File: src/rtl/dram_cmd_sequencer.sv
// rtl/dram_cmd_sequencer.sv - per-request PRE/ACT/RD/WR sequencer with open-row table and tRP/tRCD/CAS timing
module dram_cmd_sequencer #(
    parameter int NUM_OF_BANKS = 8,
    parameter int NUM_OF_ROWS  = 128,
    parameter int NUM_OF_COLS  = 8,
    parameter int T_RP         = 3,
    parameter int T_RCD        = 3,
    parameter int T_CAS        = 2
) (
    input  logic                            clk_i,
    input  logic                            rst_n_i,
    input  logic                            req_valid_i,
    output logic                            req_ready_o,
    input  logic                            req_we_i,
    input  logic [$clog2(NUM_OF_BANKS)-1:0] req_bank_id_i,
    input  logic [$clog2(NUM_OF_ROWS)-1:0]  req_row_id_i,
    input  logic [$clog2(NUM_OF_COLS)-1:0]  req_col_id_i,
    output logic                            cmd_valid_o,
    output logic [2:0]                      cmd_o,
    output logic [$clog2(NUM_OF_BANKS)-1:0] cmd_bank_o,
    output logic [$clog2(NUM_OF_ROWS)-1:0]  cmd_row_o,
    output logic [$clog2(NUM_OF_COLS)-1:0]  cmd_col_o,
    output logic                            done_o,
    output logic                            done_hit_o
);
    localparam int BW    = $clog2(NUM_OF_BANKS);
    localparam int RW_W  = $clog2(NUM_OF_ROWS);
    localparam int CW    = $clog2(NUM_OF_COLS);
    localparam int T_MX1 = (T_RP > T_RCD) ? T_RP : T_RCD;
    localparam int T_MAX = (T_MX1 > T_CAS) ? T_MX1 : T_CAS;
    localparam int CNT_W = $clog2(T_MAX + 1);

    localparam logic [2:0] CMD_NOP = 3'd0;
    localparam logic [2:0] CMD_ACT = 3'd1;
    localparam logic [2:0] CMD_RD  = 3'd2;
    localparam logic [2:0] CMD_WR  = 3'd3;
    localparam logic [2:0] CMD_PRE = 3'd4;

    typedef enum logic [2:0] {
        S_IDLE, S_PRE, S_WAIT_RP, S_ACT, S_WAIT_RCD, S_RW, S_WAIT_CAS
    } state_t;

    state_t            state_q, state_d;
    logic [CNT_W-1:0]  cnt_q, cnt_d;
    logic              we_q, we_d;
    logic              hit_q, hit_d;
    logic [BW-1:0]     bank_q, bank_d;
    logic [RW_W-1:0]   row_q, row_d;
    logic [CW-1:0]     col_q, col_d;
    logic              done_q, done_d;
    logic              done_hit_q, done_hit_d;

    logic              open_q    [NUM_OF_BANKS];
    logic [RW_W-1:0]   row_tbl_q [NUM_OF_BANKS];

    logic              req_open;
    logic              req_hit;

    assign req_open = open_q[req_bank_id_i];
    assign req_hit  = req_open && (row_tbl_q[req_bank_id_i] == req_row_id_i);

    always_comb begin
        state_d    = state_q;
        cnt_d      = cnt_q;
        we_d       = we_q;
        hit_d      = hit_q;
        bank_d     = bank_q;
        row_d      = row_q;
        col_d      = col_q;
        done_d     = 1'b0;
        done_hit_d = 1'b0;
        case (state_q)
            S_IDLE: begin
                if (req_valid_i) begin
                    we_d   = req_we_i;
                    hit_d  = req_hit;
                    bank_d = req_bank_id_i;
                    row_d  = req_row_id_i;
                    col_d  = req_col_id_i;
                    if (req_hit)       state_d = S_RW;
                    else if (req_open) state_d = S_PRE;
                    else               state_d = S_ACT;
                end
            end
            S_PRE: begin
                if (T_RP == 1) begin
                    state_d = S_ACT;
                end else begin
                    cnt_d   = CNT_W'(T_RP - 1);
                    state_d = S_WAIT_RP;
                end
            end
            S_WAIT_RP: begin
                cnt_d = cnt_q - 1'b1;
                if (cnt_q <= CNT_W'(1)) state_d = S_ACT;
            end
            S_ACT: begin
                if (T_RCD == 1) begin
                    state_d = S_RW;
                end else begin
                    cnt_d   = CNT_W'(T_RCD - 1);
                    state_d = S_WAIT_RCD;
                end
            end
            S_WAIT_RCD: begin
                cnt_d = cnt_q - 1'b1;
                if (cnt_q <= CNT_W'(1)) state_d = S_RW;
            end
            S_RW: begin
                if (T_CAS == 1) begin
                    state_d    = S_IDLE;
                    done_d     = 1'b1;
                    done_hit_d = hit_q;
                end else begin
                    cnt_d   = CNT_W'(T_CAS - 1);
                    state_d = S_WAIT_CAS;
                end
            end
            S_WAIT_CAS: begin
                cnt_d = cnt_q - 1'b1;
                if (cnt_q <= CNT_W'(1)) begin
                    state_d    = S_IDLE;
                    done_d     = 1'b1;
                    done_hit_d = hit_q;
                end
            end
            default: state_d = S_IDLE;
        endcase
    end

    always_ff @(posedge clk_i or negedge rst_n_i) begin
        if (!rst_n_i) begin
            state_q    <= S_IDLE;
            cnt_q      <= '0;
            we_q       <= 1'b0;
            hit_q      <= 1'b0;
            bank_q     <= '0;
            row_q      <= '0;
            col_q      <= '0;
            done_q     <= 1'b0;
            done_hit_q <= 1'b0;
            for (int i = 0; i < NUM_OF_BANKS; i++) begin
                open_q[i]    <= 1'b0;
                row_tbl_q[i] <= '0;
            end
        end else begin
            state_q    <= state_d;
            cnt_q      <= cnt_d;
            we_q       <= we_d;
            hit_q      <= hit_d;
            bank_q     <= bank_d;
            row_q      <= row_d;
            col_q      <= col_d;
            done_q     <= done_d;
            done_hit_q <= done_hit_d;
            // Table follows the commands actually issued, so it tracks the device's page state.
            if (state_q == S_PRE) begin
                open_q[bank_q] <= 1'b0;
            end
            if (state_q == S_ACT) begin
                open_q[bank_q]    <= 1'b1;
                row_tbl_q[bank_q] <= row_q;
            end
        end
    end

    always_comb begin
        cmd_valid_o = 1'b0;
        cmd_o       = CMD_NOP;
        cmd_bank_o  = '0;
        cmd_row_o   = '0;
        cmd_col_o   = '0;
        case (state_q)
            S_PRE: begin
                cmd_valid_o = 1'b1;
                cmd_o       = CMD_PRE;
                cmd_bank_o  = bank_q;
            end
            S_ACT: begin
                cmd_valid_o = 1'b1;
                cmd_o       = CMD_ACT;
                cmd_bank_o  = bank_q;
                cmd_row_o   = row_q;
            end
            S_RW: begin
                cmd_valid_o = 1'b1;
                cmd_o       = we_q ? CMD_WR : CMD_RD;
                cmd_bank_o  = bank_q;
                cmd_col_o   = col_q;
            end
            default: ;
        endcase
    end

    assign req_ready_o = (state_q == S_IDLE);
    assign done_o      = done_q;
    assign done_hit_o  = done_hit_q;
endmodule

File: config.mk
export PLATFORM = sky130hd
export DESIGN_NAME = dram_cmd_sequencer
export DESIGN_NICKNAME = d
export VERILOG_FILES = /design/src/rtl/dram_cmd_sequencer.sv
export SDC_FILE = /design/constraint.sdc
export NUM_CORES = 1
export LEC_CHECK = 0
export CORE_UTILIZATION = 29
export DETAILED_ROUTE_END_ITERATION = 6
export SYNTH_ARGS = -nofsm -noshare
export SYNTH_HDL_FRONTEND = slang
export SYNTH_SLANG_ARGS = --single-unit
File: constraint.sdc
create_clock -name clk_i -period 2.1 [get_ports clk_i]
set_input_delay 0.42 -clock clk_i [delete_from_list [all_inputs] [get_ports clk_i]]
set_output_delay 0.42 -clock clk_i [all_outputs]
set_load 0.05 [all_outputs]
Word level (Yosys, flattened, before mapping)
Cells that the tools add are included.
- bitwise gates (word level): 5
- magnitude comparators: 4
- $add $sub $neg: 1
- eq/ne operators: 11
- reduce and logical (&&, ||, !) cells: 9
- muxes and demuxes: 31
- operators with widths (kind ; count):
    $bwmux 56 ; 1
    $mux 7 ; 4
    $bmux 7 s3 ; 1
    $demux 7 s3 ; 1
    $mux 3 ; 7
    $pmux 3 s7 ; 1
    $mux 8 ; 2
    $eq 3x3->1 const B ; 3
    $mux 1 ; 9
    $pmux 3 s3 ; 1
    $and 8x8->8 ; 1
    $ge 4x4->1 const B ; 2
    $ne 2x2->1 const B ; 4
    $not 3->4 ; 2
    $not 8->8 ; 1
    $or 8x8->8 ; 1
    $eq 7x7->1 ; 1
    $eq 3x2->1 const B ; 2
    $pmux 2 s3 ; 1
    $reduce_or 3->1 ; 2
    $lt 4x1->1 const B ; 1
    $reduce_and 4->1 ; 1
    $bmux 1 s3 ; 1
    $demux 1 s3 ; 1
    other kinds (9) ; 10
- bits of input ports: 17
- output and inout port bits: 20
- flip-flop bits (word level): 86
- word-level logic and storage cells: 86

Logic depth before layout (Yosys ltp)
- depth after elaboration: 10
- depth in mapped cells: 8
- gate-level depth less buffers: 6

Worst setup path before layout
OpenSTA, ideal clock, no wires.
- kind: reg-to-output
- start: register state_q[2]
- end: output cmd_col_o[0]
- cell stages (with the launch flop): 5
- required time: 1.680 ns
- setup slack: -0.187 ns
- data arrival time: 1.867 ns
- buffers on the path: 2
- cell sequence: dfrtp_1 clkbuf_1 clkbuf_1 and3_1 and2_1
- longest elaborated chain between the ends: 2
- ends and longest elaborated chain (element ; line ; source):
    start, declared ; 43 ; state_t state_q, state_d;
    start signal, assigned ; 147 ; state_q <= state_d;
    $eq 3x3->1 ; 173 ; case (state_q)
    $mux 3 ; 173 ;
    end, declared ; 22 ; output logic [$clog2(NUM_OF_COLS)-1:0] cmd_col_o,
No other way between the ends.

Worst setup path in the final report
- start: register state_q[2]
- end: output cmd_o[0]
- longest elaborated chain between the ends: 2
- elaborated cells between the ends (all ways): 4
- classes of those cells: 3 x eq/ne; 1 x mux
- ends and longest elaborated chain (element ; line ; source):
    $eq 3x3->1, or another cell as far along ; 173 ;
    $pmux 3 s3 (*) ; 173 ;
    end, declared ; 19 ; output logic [2:0] cmd_o,
Every way passes the cells marked *; elsewhere a longest branch is shown, timed or not.

==> impl_metrics.csv <==
group,metric,value,unit
flow_run,max_cap_viol_count,0,
sta,worst_pin_slew,0.491,ns
final_layout,final_cell_area,5370,µm²
setup_path,path_class,"flop to output port",
logic_synthesis,synth_edf_count,0,
clock_tree,cts_root_buffer,"clkbuf_16",
final_layout,final_common_cell,"dfrtp_1",
route,wl_met2,4480,µm
clock_tree,ctsHtreeMaxLevel,3,
power,power.leakage,2.42,nW
place,place_congestion,0.743,
power,power_density,1390,nW/µm²
sta,hold_violations,0,
setup_path,worst-path-max-fanout,13,
route,drc,0,
logic_synthesis,ys.flop_type,"dfrtp_1",
power,ir_drop,0.567,mV
final_layout,drive_gt1_frac,0.410,
setup_path,endpoint_kind,"output port",
global_route,grt_pass1_vias,2772,
logic_synthesis,synthArstFlopShare,1.00,
power,fin_total_pwr,7.46,mW
logic_synthesis,ys.warnings.count,0,
setup_path,cp.arrival,1.59,ns
setup_path,cp_slowest_stage_delay,0.41,ns
power,p_sw,2.52,mW
min_path,worstHoldPathType,"input pin to asynchronous set/reset pin",
place,placed_area,5030,µm²
setup_path,critical_path.cell_chain,"buf_4, and3_2, a21o_1, buf_12",
final_layout,antenna_cells,0,
logic_synthesis,yosys.cell_types.count,37,
logic_synthesis,synth_area,4090,µm²
floorplan,die_y,121,µm
clock_tree,cts_tree,"done",
route,vias,2640,
power,combinationalPowerShare,0.384,
final_layout,syn_to_final_growth,31.3,%
power,netSwitchingFraction,0.338,
outcome,status,"completed",
final_layout,layout_common_cells,"86 x dfrtp_1, 74 x mux2_2, 31 x buf_4",
route,wire_per_inst,17.0,µm
floorplan,coreArea,13800,µm²
route,routed_wl,9450,µm
final_layout,fin_cells,556,
floorplan,fp.dieW,121,µm
route,drt-pass1-iter-count,4,
floorplan,io_pins,37,
clock_tree,ctsHoldBuffers,0,
sta,max_freq,497,MHz
route,wl_met3,331,µm
floorplan,start_util,0.296,
sta,finalMaxSlewViolations,0,
global_route,grt_pass1_wl,15600,µm
global_route,antenna_found_initial,0,
power,p_clk_frac,0.221,
route,wl_met1,4480,µm
sta,finClkSkew,0.00690,ns
place,port_buffers,36,
setup_path,required,1.68,ns
clock_tree,clk_pin_slew,0.06,ns
route,dr.max_layer_used,"met4",
setup_path,cpMaxStageDelayCell,"dfrtp_1",
sta,setup_viol,0,
sta,timing.max_slew.rel_slack,0.672,
route,drtIter0Drc,205,
logic_synthesis,synthCells,313,
sta,layout_min_cycle_time,2.01,ns
place,dp.cells,539,
sta,rsz0062_at_grt,"no",
power,pwr-share-seq,0.395,
setup_path,r2r-start,"state_q[0]",
clock_tree,numCtsBuffers,9,
clock_tree,cts_num_sinks,86,
route,ant_nets,0,
floorplan,die_area,14600,µm²
final_layout,nNetsFinal,389,
logic_synthesis,synth_seq_cells,86,
global_route,grt_usage,0.144,
clock_tree,clock_latency,0.34,ns
power,internal_power,4.94,mW
global_route,grt-ovfl-total,0,
setup_path,crit_start,"state_q[2]",
logic_synthesis,synth_area_per_cell,13.1,µm²
sta,finalCritPeriodShare,0.959,
place,post-dp-hpwl,6650,µm
clock_tree,clockBufferDepth,2,
route,vias_per_cell,4.75,
logic_synthesis,syn-num-nets,331,
floorplan,placementRows,43,
setup_path,cp-start-kind,"flop",
global_route,grt_max_degree,39,
logic_synthesis,ys_seq_area_frac,0.526,
==> area by class of cell <==
cell class	count	area, µm²
clock buffers	12	256
multi-input cells	202	1840
well taps	180	225
repair buffers	69	831
fillers	1284	8460
clock inverters	4	53.8
inverters	3	11.3
flip-flops and latches	86	2150
==> Yosys cell counts (2+ instances only) <==
master | count | share of area
a21oi_1 | 2 | 0.0024
a221oi_1 | 3 | 0.0064
and2_1 | 13 | 0.020
and3_1 | 4 | 0.0061
buf_1 | 7 | 0.0064
buf_2 | 5 | 0.0061
clkbuf_1 | 8 | 0.0073
dfrtp_1 | 86 | 0.53
inv_1 | 3 | 0.0028
mux2_2 | 74 | 0.20
mux2i_1 | 13 | 0.032
mux4_1 | 5 | 0.032
mux4_2 | 5 | 0.028
nand2_1 | 16 | 0.015
nand2b_1 | 8 | 0.012
nand3_1 | 2 | 0.0024
nand3b_1 | 3 | 0.0055
nand4_1 | 2 | 0.0031
nor2_1 | 13 | 0.012
nor3_1 | 3 | 0.0037
o21ai_0 | 12 | 0.015
o22ai_1 | 2 | 0.0031
o31ai_1 | 4 | 0.0073
xnor2_1 | 2 | 0.0043
xor2_1 | 6 | 0.013
==> metrics by stage <==
step                utilization  hold slack [ns]  worst slack [ns]  setup TNS, ns
floorplan                     -            0.124           -0.0349        -0.0349
global placement          0.364            0.394            -0.353         -0.851
detailed placement        0.364            0.406            -0.437          -1.03
CTS                       0.388           0.0324            0.0485              0
global route              0.388           0.0532           0.00164              0
finish                    0.388           0.0233            0.0865              0
==> final timing paths <==
kind | endpoint | slack (ns) | depth (start not counted)
min | cnt_q[0] | 0.02 | 1
max in group asynchronous | row_tbl_q[27] | 1.46 | 2
min in group clk_i | open_q[7] | 0.50 | 2
min reg2reg | open_q[7] | 0.50 | 2
max | cmd_o[0] | 0.09 | 4
max reg2reg | row_tbl_q[32] | 0.31 | 7
==> power groups by stage <==
stage	sequential [mW]	combinational, mW	clock [mW]
finish	2.94	2.87	1.65
global route	3.07	3.10	1.74
CTS	2.95	2.89	1.70
detailed placement	2.97	2.88	0
global placement	2.94	2.80	0
floorplan	2.70	2.04	0
==> layer usage <==
| metal | vias up | GRT usage |
|---|---|---|
| met3 | 11 | 0.0415 |
| met1 | 1337 | 0.191 |
| met4 | 0 | 0.0486 |
| li1 | 1237 | - |
| met2 | 55 | 0.225 |
| met5 | - | 0 |
==> flip-flops by register name (all words and copies together) (netlist names), named ones only <==
signal,count
row_tbl_q,56
open_q,7
row_q,7
bank_q,3
col_q,3
state_q,3
cnt_q,2
done_hit_o,1
done_o,1
hit_q,1
we_q,1
==> cells by family (layout without fill, tap and decap cells) <==
family                     count (synthesis)  after routing  share of synthesized area
AOI/OAI and AO/OA                         29             29                     0.0453
adders and majority gates                  1              1                    0.00306
xor gates and xnor gates                   8              8                     0.0171
buffers and inverters                     25             88                     0.0272
muxes                                     97             97                      0.295
DFF                                       86             86                      0.526
and+or+nand+nor                           67             67                     0.0860
==> worst max-delay path, delay by kind of cell, from the launching register on <==
family / cells / cell delay [ns]
AND/OR/NAND/NOR: 1 / 0.27
buffers and inverters: 2 / 0.35
flip-flops: 1 / 0.41
AO/OA/AOI/OAI: 1 / 0.22
==> what timing repair did <==
item                                    CTS  global route
endpoints found under the setup margin    2             3
pin swaps                                 2             0
setup buffers                             0             0
hold endpoints to repair                  0             0
gates cloned                              1             0
resized for setup                         1             4
Note: power is estimated with default switching activity, not from simulation.
